$ cat config.mk
export PLATFORM = sky130hd
export DESIGN_NAME = runahead_sequencer
export DESIGN_NICKNAME = d
export VERILOG_FILES = /design/src/rtl/mips_core_pkg.sv /design/src/rtl/runahead_sequencer_sat_counter.sv /design/src/rtl/runahead_sequencer.sv
export SDC_FILE = /design/constraint.sdc
export NUM_CORES = 1
export LEC_CHECK = 0
export CORE_AREA = 4 4 136 138
export DETAILED_ROUTE_END_ITERATION = 10
export DIE_AREA = 0 0 140 142
export GPL_TIMING_DRIVEN = 0
export PLACE_DENSITY = 0.63
export SETUP_SLACK_MARGIN = 0.3
export SLEW_MARGIN = 10
export SYNTH_ARGS = -nofsm -noshare
export SYNTH_HDL_FRONTEND = slang
export SYNTH_SLANG_ARGS = --single-unit
$ cat constraint.sdc
create_clock -name clk -period 2.9 [get_ports clk]
set_input_delay 0.58 -clock clk [delete_from_list [all_inputs] [get_ports clk]]
set_output_delay 0.58 -clock clk [all_outputs]
set_load 0.02 [all_outputs]
$ cat src/rtl/mips_core_pkg.sv
// Shared types for the MIPS core runahead logic.
package mips_core_pkg;

   localparam int unsigned ADDR_WIDTH_DEFAULT = 32;

   typedef enum logic [2:0] {
      IDLE,
      WAIT,
      ENTER,
      RUNAHEAD,
      EXIT
   } runahead_state_t;

endpackage

$ cat src/rtl/runahead_sequencer_sat_counter.sv
// Saturating up-counter with synchronous clear; clear wins over increment.
module sat_counter #(
   parameter int unsigned WIDTH = 16
) (
   input  logic             clk,
   input  logic             rst_n,
   input  logic             inc,
   input  logic             clr,
   output logic [WIDTH-1:0] count
);

   always_ff @(posedge clk or negedge rst_n) begin
      if (!rst_n) begin
         count <= '0;
      end else if (clr) begin
         count <= '0;
      end else if (inc && (count != '1)) begin
         count <= count + 1'b1;
      end
   end

endmodule

$ cat src/rtl/runahead_sequencer.sv
// Runahead episode sequencer: waits out a d-cache miss, checkpoints, runs ahead,
// then flushes, restores and redirects fetch to the stalled load.
module runahead_sequencer
   import mips_core_pkg::*;
#(
   parameter int unsigned ADDR_WIDTH  = ADDR_WIDTH_DEFAULT,
   parameter int unsigned ENTRY_DELAY = 4,
   parameter int unsigned MAX_CYCLES  = 256
) (
   input  logic                  clk,
   input  logic                  rst_n,
   input  logic                  mem_load_miss,
   input  logic [ADDR_WIDTH-1:0] mem_pc,
   input  logic                  miss_done,
   output logic                  runahead_mode,
   output logic                  rf_checkpoint,
   output logic                  rf_restore,
   output logic                  flush_all,
   output logic                  exit_runahead,
   output logic                  load_pc_valid,
   output logic [ADDR_WIDTH-1:0] load_pc,
   output logic [15:0]           episode_count,
   output logic [31:0]           runahead_cycles
);

   localparam int unsigned WCNT_W = $clog2(ENTRY_DELAY + 1);
   localparam int unsigned RCNT_W = $clog2(MAX_CYCLES + 1);
   localparam logic [WCNT_W-1:0] WCNT_LAST = WCNT_W'(ENTRY_DELAY - 1);
   localparam logic [RCNT_W-1:0] RCNT_LAST = RCNT_W'(MAX_CYCLES - 1);

   runahead_state_t       state;
   logic [WCNT_W-1:0]     wcnt;
   logic [RCNT_W-1:0]     rcnt;
   logic [ADDR_WIDTH-1:0] ckpt_pc;
   logic                  done_pend;
   logic                  blocked;

   always_ff @(posedge clk or negedge rst_n) begin
      if (!rst_n) begin
         state     <= IDLE;
         wcnt      <= '0;
         ckpt_pc   <= '0;
         load_pc   <= '0;
         done_pend <= 1'b0;
         blocked   <= 1'b0;
      end else begin
         if (miss_done) begin
            blocked <= 1'b0;
         end
         case (state)
            IDLE: begin
               if (mem_load_miss && !(blocked && (mem_pc == ckpt_pc))) begin
                  state <= WAIT;
                  wcnt  <= WCNT_W'(1);
               end
            end
            WAIT: begin
               if (miss_done || !mem_load_miss) begin
                  state <= IDLE;
               end else if (wcnt == WCNT_LAST) begin
                  state   <= ENTER;
                  ckpt_pc <= mem_pc;
               end else begin
                  wcnt <= wcnt + 1'b1;
               end
            end
            ENTER: begin
               if (miss_done) begin
                  done_pend <= 1'b1;
               end
               state <= RUNAHEAD;
            end
            RUNAHEAD: begin
               // A refill arriving on the timeout cycle counts as a normal exit.
               if (miss_done || done_pend) begin
                  state   <= EXIT;
                  load_pc <= ckpt_pc;
               end else if (rcnt == RCNT_LAST) begin
                  state   <= EXIT;
                  load_pc <= ckpt_pc;
                  blocked <= 1'b1;
               end
            end
            EXIT: begin
               done_pend <= 1'b0;
               state     <= IDLE;
            end
            default: state <= IDLE;
         endcase
      end
   end

   assign runahead_mode = (state == ENTER) || (state == RUNAHEAD);
   assign rf_checkpoint = (state == ENTER);
   assign rf_restore    = (state == EXIT);
   assign flush_all     = (state == EXIT);
   assign exit_runahead = (state == EXIT);
   assign load_pc_valid = (state == EXIT);

   sat_counter #(.WIDTH(RCNT_W)) u_rcnt (
      .clk   (clk),
      .rst_n (rst_n),
      .inc   (state == RUNAHEAD),
      .clr   (state == ENTER),
      .count (rcnt)
   );

   sat_counter #(.WIDTH(16)) u_episode_count (
      .clk   (clk),
      .rst_n (rst_n),
      .inc   (state == ENTER),
      .clr   (1'b0),
      .count (episode_count)
   );

   sat_counter #(.WIDTH(32)) u_runahead_cycles (
      .clk   (clk),
      .rst_n (rst_n),
      .inc   (state == RUNAHEAD),
      .clr   (1'b0),
      .count (runahead_cycles)
   );

endmodule

==> flow_metrics.py, run 1 <==
metrics = {
    "logic_synthesis": {
        "ys_ff_latch": 129,
        "yosysWarnings": 0,
        "syn_inst": 487,
        "synth_cell_type_count": 51,
        "synthesis.nets": 530,
        "yosysMostFrequentCell": "dfrtp_1",
        "synthTopCellsByCount": "dfrtp_1 (129), mux2_2 (65), xor2_1 (51), xnor2_1 (29)",
        "syn_avg_cell_area_sq_um": 12.21,
        "async_flop_share_pct": 100.0,
        "synth-seq-area-share_pct": 54.28,
        "synth_ff_type": "dfrtp_1",
        "yosysTopAreaCell": "dfrtp_1",
        "synth_edf_count": 0,
        "synth_top_cell_area_share_pct": 54.28,
        "synth.area.top_cells": "dfrtp_1 (54%), mux2_2 (12%), xor2_1 (7.5%), xnor2_1 (4.3%), nand4_1 (2.2%)",
        "synth_area_sq_um": 5947,
    },
    "routing": {
        "vias_per_cell": 4.908,
        "firstDrtPassIters": 4,
        "drc": 0,
        "drt_iter0_drc": 150,
        "drt-total-wl_mm": 13.61,
        "avgRoutedWirePerCell_um": 15.71,
        "ant_nets": 0,
        "vias": 4250,
    },
    "place": {
        "hpwl_mm": 10.14,
        "place.gp.congestion": 0.8244,
        "port_buffers": 121,
    },
    "timing": {
        "hold_viol": 0,
        "holdWs_ps": 86.03,
        "rsz0062_at_grt": "no",
        "setup_viol": 0,
        "period_needed_ps": 2488,
        "slew_headroom_pct": 59.52,
        "drv_slew": 0,
        "timing.fmax_ghz": 0.4019,
        "fin_worst_skew_ps": 14.24,
        "finalCritPeriodShare_pct": 85.80,
        "tightest_slew_ps": 601.7,
    },
    "clock_network": {
        "cts-root-buf": "clkbuf_16",
        "cts.sinks": 129,
        "clk_path_buf_depth": 2,
        "cts_buffers": 17,
        "hold_buffers": 0,
        "tritoncts": "done",
        "worstSkewPairLatency_ps": 420,
        "clk_pin_slew_ps": 60,
        "htree_levels": 4,
    },
    "global_routing": {
        "track_usage_pct": 14.35,
        "grt_pass1_vias": 4529,
        "antenna_found_initial": 0,
        "grt_max_degree": 83,
        "grt_pass1_wl_mm": 22.89,
        "grt.overflow.total": 0,
    },
    "critical_path": {
        "start_kind": "flip-flop",
        "critPathCaptureType": "primary output",
        "critPathKind": "reg2out",
        "ff2ff_path_depth": 6,
        "critPathMaxFanout": 7,
        "r2r_start": "u_runahead_cycles.count[0]$_DFFE_PN0P_",
        "crit-reg2reg-capture": "u_runahead_cycles.count[1]$_DFFE_PN0P_",
        "required_ps": 2320,
        "crit_arrival_ps": 1910,
        "r2r_slack_ps": 540,
    },
    "finish": {
        "area_growth_pct": 36.21,
        "drive_above_1_share_pct": 19.19,
        "seq_area_sq_um": 3228,
        "utilization_pct": 47.16,
        "fillCellCount": 1588,
        "antennaDiodeCount": 0,
        "nNetsFinal": 671,
        "multiInputGateArea_sq_um": 2606,
    },
    "worst_hold_path": {
        "holdCritPathClass": "in2async",
    },
    "pwr": {
        "peakVddDrop_uv": 524.8,
        "p_leak_nw": 3.681,
        "total_power_mw": 6.655,
        "power_density_nw_per_um2": 821.5,
    },
    "run": {
        "maxCapViolCount": 0,
    },
    "floorplanning": {
        "core_sq_um": 17180,
        "io_pins": 122,
        "initial_core_util_pct": 34.62,
        "rows": 48,
        "dieArea_sq_um": 19880,
        "fp.dieH_um": 142,
        "die_width_um": 140,
    },
    "status": {
        "status": "finished, final reports clean",
    },
}
-- layer usage --
layer	share of wire (%)	wire [um]	vias up	global-route usage [%]
met5	0	0	-	0
met4	1.4	193	0	4.742
met3	7.6	1039	14	5.948
met2	49	6672	96	23.88
met1	42	5701	2133	16.99
li1	-	-	2007	-
-- logic make-up (layout without fill, tap and decap cells) --
kind of cell             Yosys count  after routing  synth area share (%)
flip-flops                       129            129                 54.28
AND/OR/NAND/NOR                  153            153                 15.06
XOR/XNOR                          80             80                 11.78
AO/OA/AOI/OAI                     24             24                 2.609
multiplexers                      67             67                 12.67
buffers and inverters             27            181                 2.125
adder cells (fa/ha/maj)            7              7                 1.473
-- repair_timing --
item                                    CTS  global route
gates cloned                              0             0
endpoints found under the setup margin   25            36
resized for setup                         5             5
setup buffers                             0             0
-- cells in the final DEF, fill, tap and decap left out, drive strengths merged, types with 2 or more instances in the layout --
master | Yosys | layout
nor2 | 27 | 27
ha | 7 | 7
clkinv | 0 | 3
and3 | 8 | 8
o21ai | 7 | 7
mux2 | 66 | 66
nand2 | 27 | 27
nand4 | 22 | 22
bufinv | 0 | 4
buf | 9 | 11
xnor2 | 29 | 29
clkdlybuf4s50 | 0 | 119
clkinvlp | 0 | 3
nor4 | 11 | 11
nand2b | 3 | 3
nand3 | 20 | 20
nor3b | 3 | 3
or4b | 2 | 2
inv | 12 | 14
clkbuf | 6 | 27
a31oi | 3 | 3
xor2 | 51 | 51
nor4b | 2 | 2
dfrtp | 129 | 129
a22o | 2 | 2
a21o | 2 | 2
a21oi | 6 | 6
and4 | 3 | 3
nor3 | 14 | 14
or3 | 2 | 2
-- report_power, final --
group | leakage [nW] | internal, mW | total [mW] | switching (mW)
logic | 1.63 | 0.964 | 1.77 | 0.807
registers | 1.76 | 2.27 | 2.64 | 0.363
clock network | 0.291 | 1.44 | 2.25 | 0.804
total | 3.68 | 4.68 | 6.65 | 1.97
-- critical path, stage by stage, from the launching register on --
cell             delay, ps
dfrtp_1                460
nor3_4                 300
buf_4                  150
clkdlybuf4s50_1        590
-- stage by stage --
stage                     cell area (sq um)  setup TNS, ps  worst slack [ps]  instances
after CTS                              8100              0             333.9        866
after detailed placement               7468         -607.4            -75.29        834
after global placement                 7440        -492280             -3818        833
after floorplan                        5947              0             616.8        487
after global routing                   8100              0             314.9        866
final                                  8100              0             411.8        866
-- registers in the layout (all words and copies together) (netlist names) --
name                     count
done_pend                    1
load_pc                     32
u_rcnt.count                 9
u_episode_count.count       16
u_runahead_cycles.count     32
blocked                      1
wcnt                         3
ckpt_pc                     32
state                        3
-- worst max-delay path by stage --
stage / start / endpoint / slack [ps] / depth (start not counted)
finish: state[1]$_DFFE_PN0P_ / rf_restore / 410 / 3
global route: state[2]$_DFFE_PN0P_ / load_pc_valid / 310 / 4
CTS: state[0]$_DFFE_PN0P_ / rf_checkpoint / 330 / 4
detailed placement: mem_load_miss / ckpt_pc[23]$_DFFE_PN0P_ / -80 / 6
global placement: rst_n / u_episode_count.count[11]$_DFFE_PN0P_ / -3820 / 1
floorplan: u_runahead_cycles.count[0]$_DFFE_PN0P_ / u_runahead_cycles.count[1]$_DFFE_PN0P_ / 620 / 6
-- layout make-up --
cell class                      count  area share, %
Clock inverter                     12          2.255
Tap cell                          225          3.475
Clock buffer                       20          5.391
Multi-Input combinational cell    331          32.17
Inverter                           12         0.5561
Sequential cell                   129          39.85
Buffer                             15          1.050
Timing Repair Buffer              122          15.25
(Power assumes the default switching activity.)
==> run 2: changes to the inputs <==
--- a/config.mk
+++ b/config.mk
@@ -8,6 +8,7 @@
 export CORE_AREA = 4 4 136 138
 export DETAILED_ROUTE_END_ITERATION = 10
 export DIE_AREA = 0 0 140 142
+export GPL_ROUTABILITY_DRIVEN = 0
 export GPL_TIMING_DRIVEN = 0
 export PLACE_DENSITY = 0.63
 export SETUP_SLACK_MARGIN = 0.3
==> results of run 2 <==
The final DEF is identical to that of run 1; final timing and power are the same.
==> run 3: changes to the inputs <==
==> constraint.sdc (replaced) <==
create_clock -name clk -period 2.9 [get_ports clk]
set_input_delay 0.58 -clock clk [delete_from_list [all_inputs] [get_ports clk]]
set_output_delay 0.58 -clock clk [all_outputs]
set_load 0.05 [all_outputs]
==> flow_metrics.py, run 3 (same netlist as run 1, synthesis figures left out) <==
metrics = {
    "routing": {
        "firstDrtPassIters": 4,
        "vias_per_cell": 4.848,
        "vias": 4198,
        "avgRoutedWirePerCell_um": 15.85,
        "drt_iter0_drc": 165,
        "drt-total-wl_mm": 13.72,
        "drc": 0,
        "ant_nets": 0,
    },
    "global_routing": {
        "grt.overflow.total": 0,
        "grt_max_degree": 84,
        "track_usage_pct": 14.52,
        "grt_pass1_vias": 4491,
        "antenna_found_initial": 0,
        "grt_pass1_wl_mm": 23.12,
    },
    "clock_network": {
        "clk_pin_slew_ps": 60,
        "clk_path_buf_depth": 2,
        "cts.sinks": 129,
        "hold_buffers": 0,
        "worstSkewPairLatency_ps": 420,
        "tritoncts": "done",
        "post_cts_buffers": 0,
        "htree_levels": 4,
        "cts-root-buf": "clkbuf_16",
        "cts_buffers": 17,
    },
    "timing": {
        "drv_slew": 0,
        "finalCritPeriodShare_pct": 85.32,
        "setup_viol": 0,
        "timing.fmax_ghz": 0.4041,
        "fin_worst_skew_ps": 10.15,
        "period_needed_ps": 2474,
        "holdWs_ps": 95.62,
        "tightest_slew_ps": 581.8,
        "rsz0062_at_grt": "no",
        "hold_viol": 0,
        "fin_setup_tns_ps": 0,
        "slew_headroom_pct": 60.86,
    },
    "floorplanning": {
        "fp.dieH_um": 142,
        "core_sq_um": 17180,
        "initial_core_util_pct": 34.62,
        "io_pins": 122,
        "die_width_um": 140,
        "dieArea_sq_um": 19880,
        "rows": 48,
    },
    "status": {
        "status": "finished, final reports clean",
    },
    "critical_path": {
        "required_ps": 2320,
        "r2r_start": "u_runahead_cycles.count[0]$_DFFE_PN0P_",
        "start_kind": "flip-flop",
        "crit_end": "rf_checkpoint",
        "critPathCaptureType": "primary output",
        "crit_arrival_ps": 1890,
        "ff2ff_path_depth": 6,
        "critPathLaunch": "state[0]$_DFFE_PN0P_",
        "critPathKind": "reg2out",
        "r2r_slack_ps": 540,
        "critPathMaxFanout": 8,
        "crit-reg2reg-capture": "u_runahead_cycles.count[1]$_DFFE_PN0P_",
    },
    "pwr": {
        "peakVddDrop_uv": 513.6,
        "power_frac_comb_pct": 32.0,
        "netSwitchingFraction_pct": 35.21,
        "power_frac_seq_pct": 36.6,
        "p_leak_nw": 3.720,
        "netSwitchingPower_mw": 2.539,
        "pwr-share-clk_pct": 31.4,
        "power_density_nw_per_um2": 891.1,
        "p_int_mw": 4.672,
    },
    "finish": {
        "area_growth_pct": 36.06,
        "antennaDiodeCount": 0,
        "reg_top3": "ckpt_pc x32, load_pc x32, u_runahead_cycles.count x32",
        "stdcell_count": 866,
        "drive_above_1_share_pct": 20.12,
        "nNetsFinal": 671,
        "layout_common_cells": "dfrtp_1 (129), clkdlybuf4s50_1 (114), mux2_2 (65)",
        "final_common_cell": "dfrtp_1",
        "multiInputGateArea_sq_um": 2600,
        "fillCellCount": 1615,
        "seq_area_sq_um": 3228,
        "finalInstanceArea_sq_um": 8092,
        "utilization_pct": 47.11,
    },
    "place": {
        "placed_area_sq_um": 7473,
        "dpl.cell_count": 834,
        "hpwl_mm": 9.987,
        "port_buffers": 121,
    },
    "run": {
        "maxCapViolCount": 0,
    },
    "worst_hold_path": {
        "holdCritPathClass": "in2async",
    },
}
[run 3: changes by cell type in the layout (fill, tap and decap cells not counted), sizes merged]
cell | previous run | this run
clkdlybuf4s50 | 119 | 114
clkinv | 3 | 5
inv | 14 | 15
dlygate4sd2 | 0 | 1
dlymetal6s2s | 0 | 1
[run 3: repair_timing]
action | CTS | global route
cloned | 0 | 0
gates resized for setup | 8 | 10
setup endpoints to repair | 26 | 34
[run 3: critical path, cell delays in order (launching register included)]
cell      delay (ps)
dfrtp_1          460
or3b_1           390
buf_2            180
inv_2            160
clkbuf_2         300
[run 3: worst min path at each step]
| stage | to | slack, ps |
|---|---|---|
| final | u_episode_count.count[13]$_DFFE_PN0P_ | 100 |
| after global routing | u_runahead_cycles.count[3]$_DFFE_PN0P_ | 120 |
| after CTS | u_runahead_cycles.count[3]$_DFFE_PN0P_ | 90 |
| after detailed placement | u_runahead_cycles.count[20]$_DFFE_PN0P_ | 470 |
| after global placement | u_runahead_cycles.count[20]$_DFFE_PN0P_ | 470 |
| after floorplan | blocked$_DFF_PN0_ | 280 |
[run 3: layer usage]
metal / vias to the layer above / GRT usage, % / part of all wire (%) / wire [um]
met5: - / 0 / 0 / 0
met4: 0 / 5.252 / 1.4 / 198
met3: 15 / 4.469 / 5.3 / 727
met2: 103 / 24.06 / 49 / 6682
met1: 2073 / 18.06 / 45 / 6115
li1: 2007 / - / - / -
[run 3: power groups by stage]
stage          Sequential, mW  Combinational (mW)  Clock, mW
3_3_place_gp             2.64                2.30          0
6_report                 2.64                2.31       2.27
5_1_grt                  2.71                2.47       2.41
3_5_place_dp             2.67                2.34          0
2_1_floorplan            3.40               0.765          0
4_1_cts                  2.64                2.35       2.33
[run 3: cell type report]
cell class / count / share of cell area (%)
buffer: 15 / 1.051
clock buffer: 17 / 5.257
clock inverter: 15 / 2.536
inverter: 12 / 0.5567
multi-input combinational: 331 / 32.13
sequential: 129 / 39.89
tap: 225 / 3.479
timing repair buffer: 122 / 15.09
[run 3: per-stage QoR]
step / total power [mW] / setup slack [ps]
floorplan: 4.167 / 380.0
global placement: 4.944 / -3821
detailed placement: 5.010 / -141.6
CTS: 7.322 / 157.2
global route: 7.597 / 305.0
finish: 7.210 / 425.6
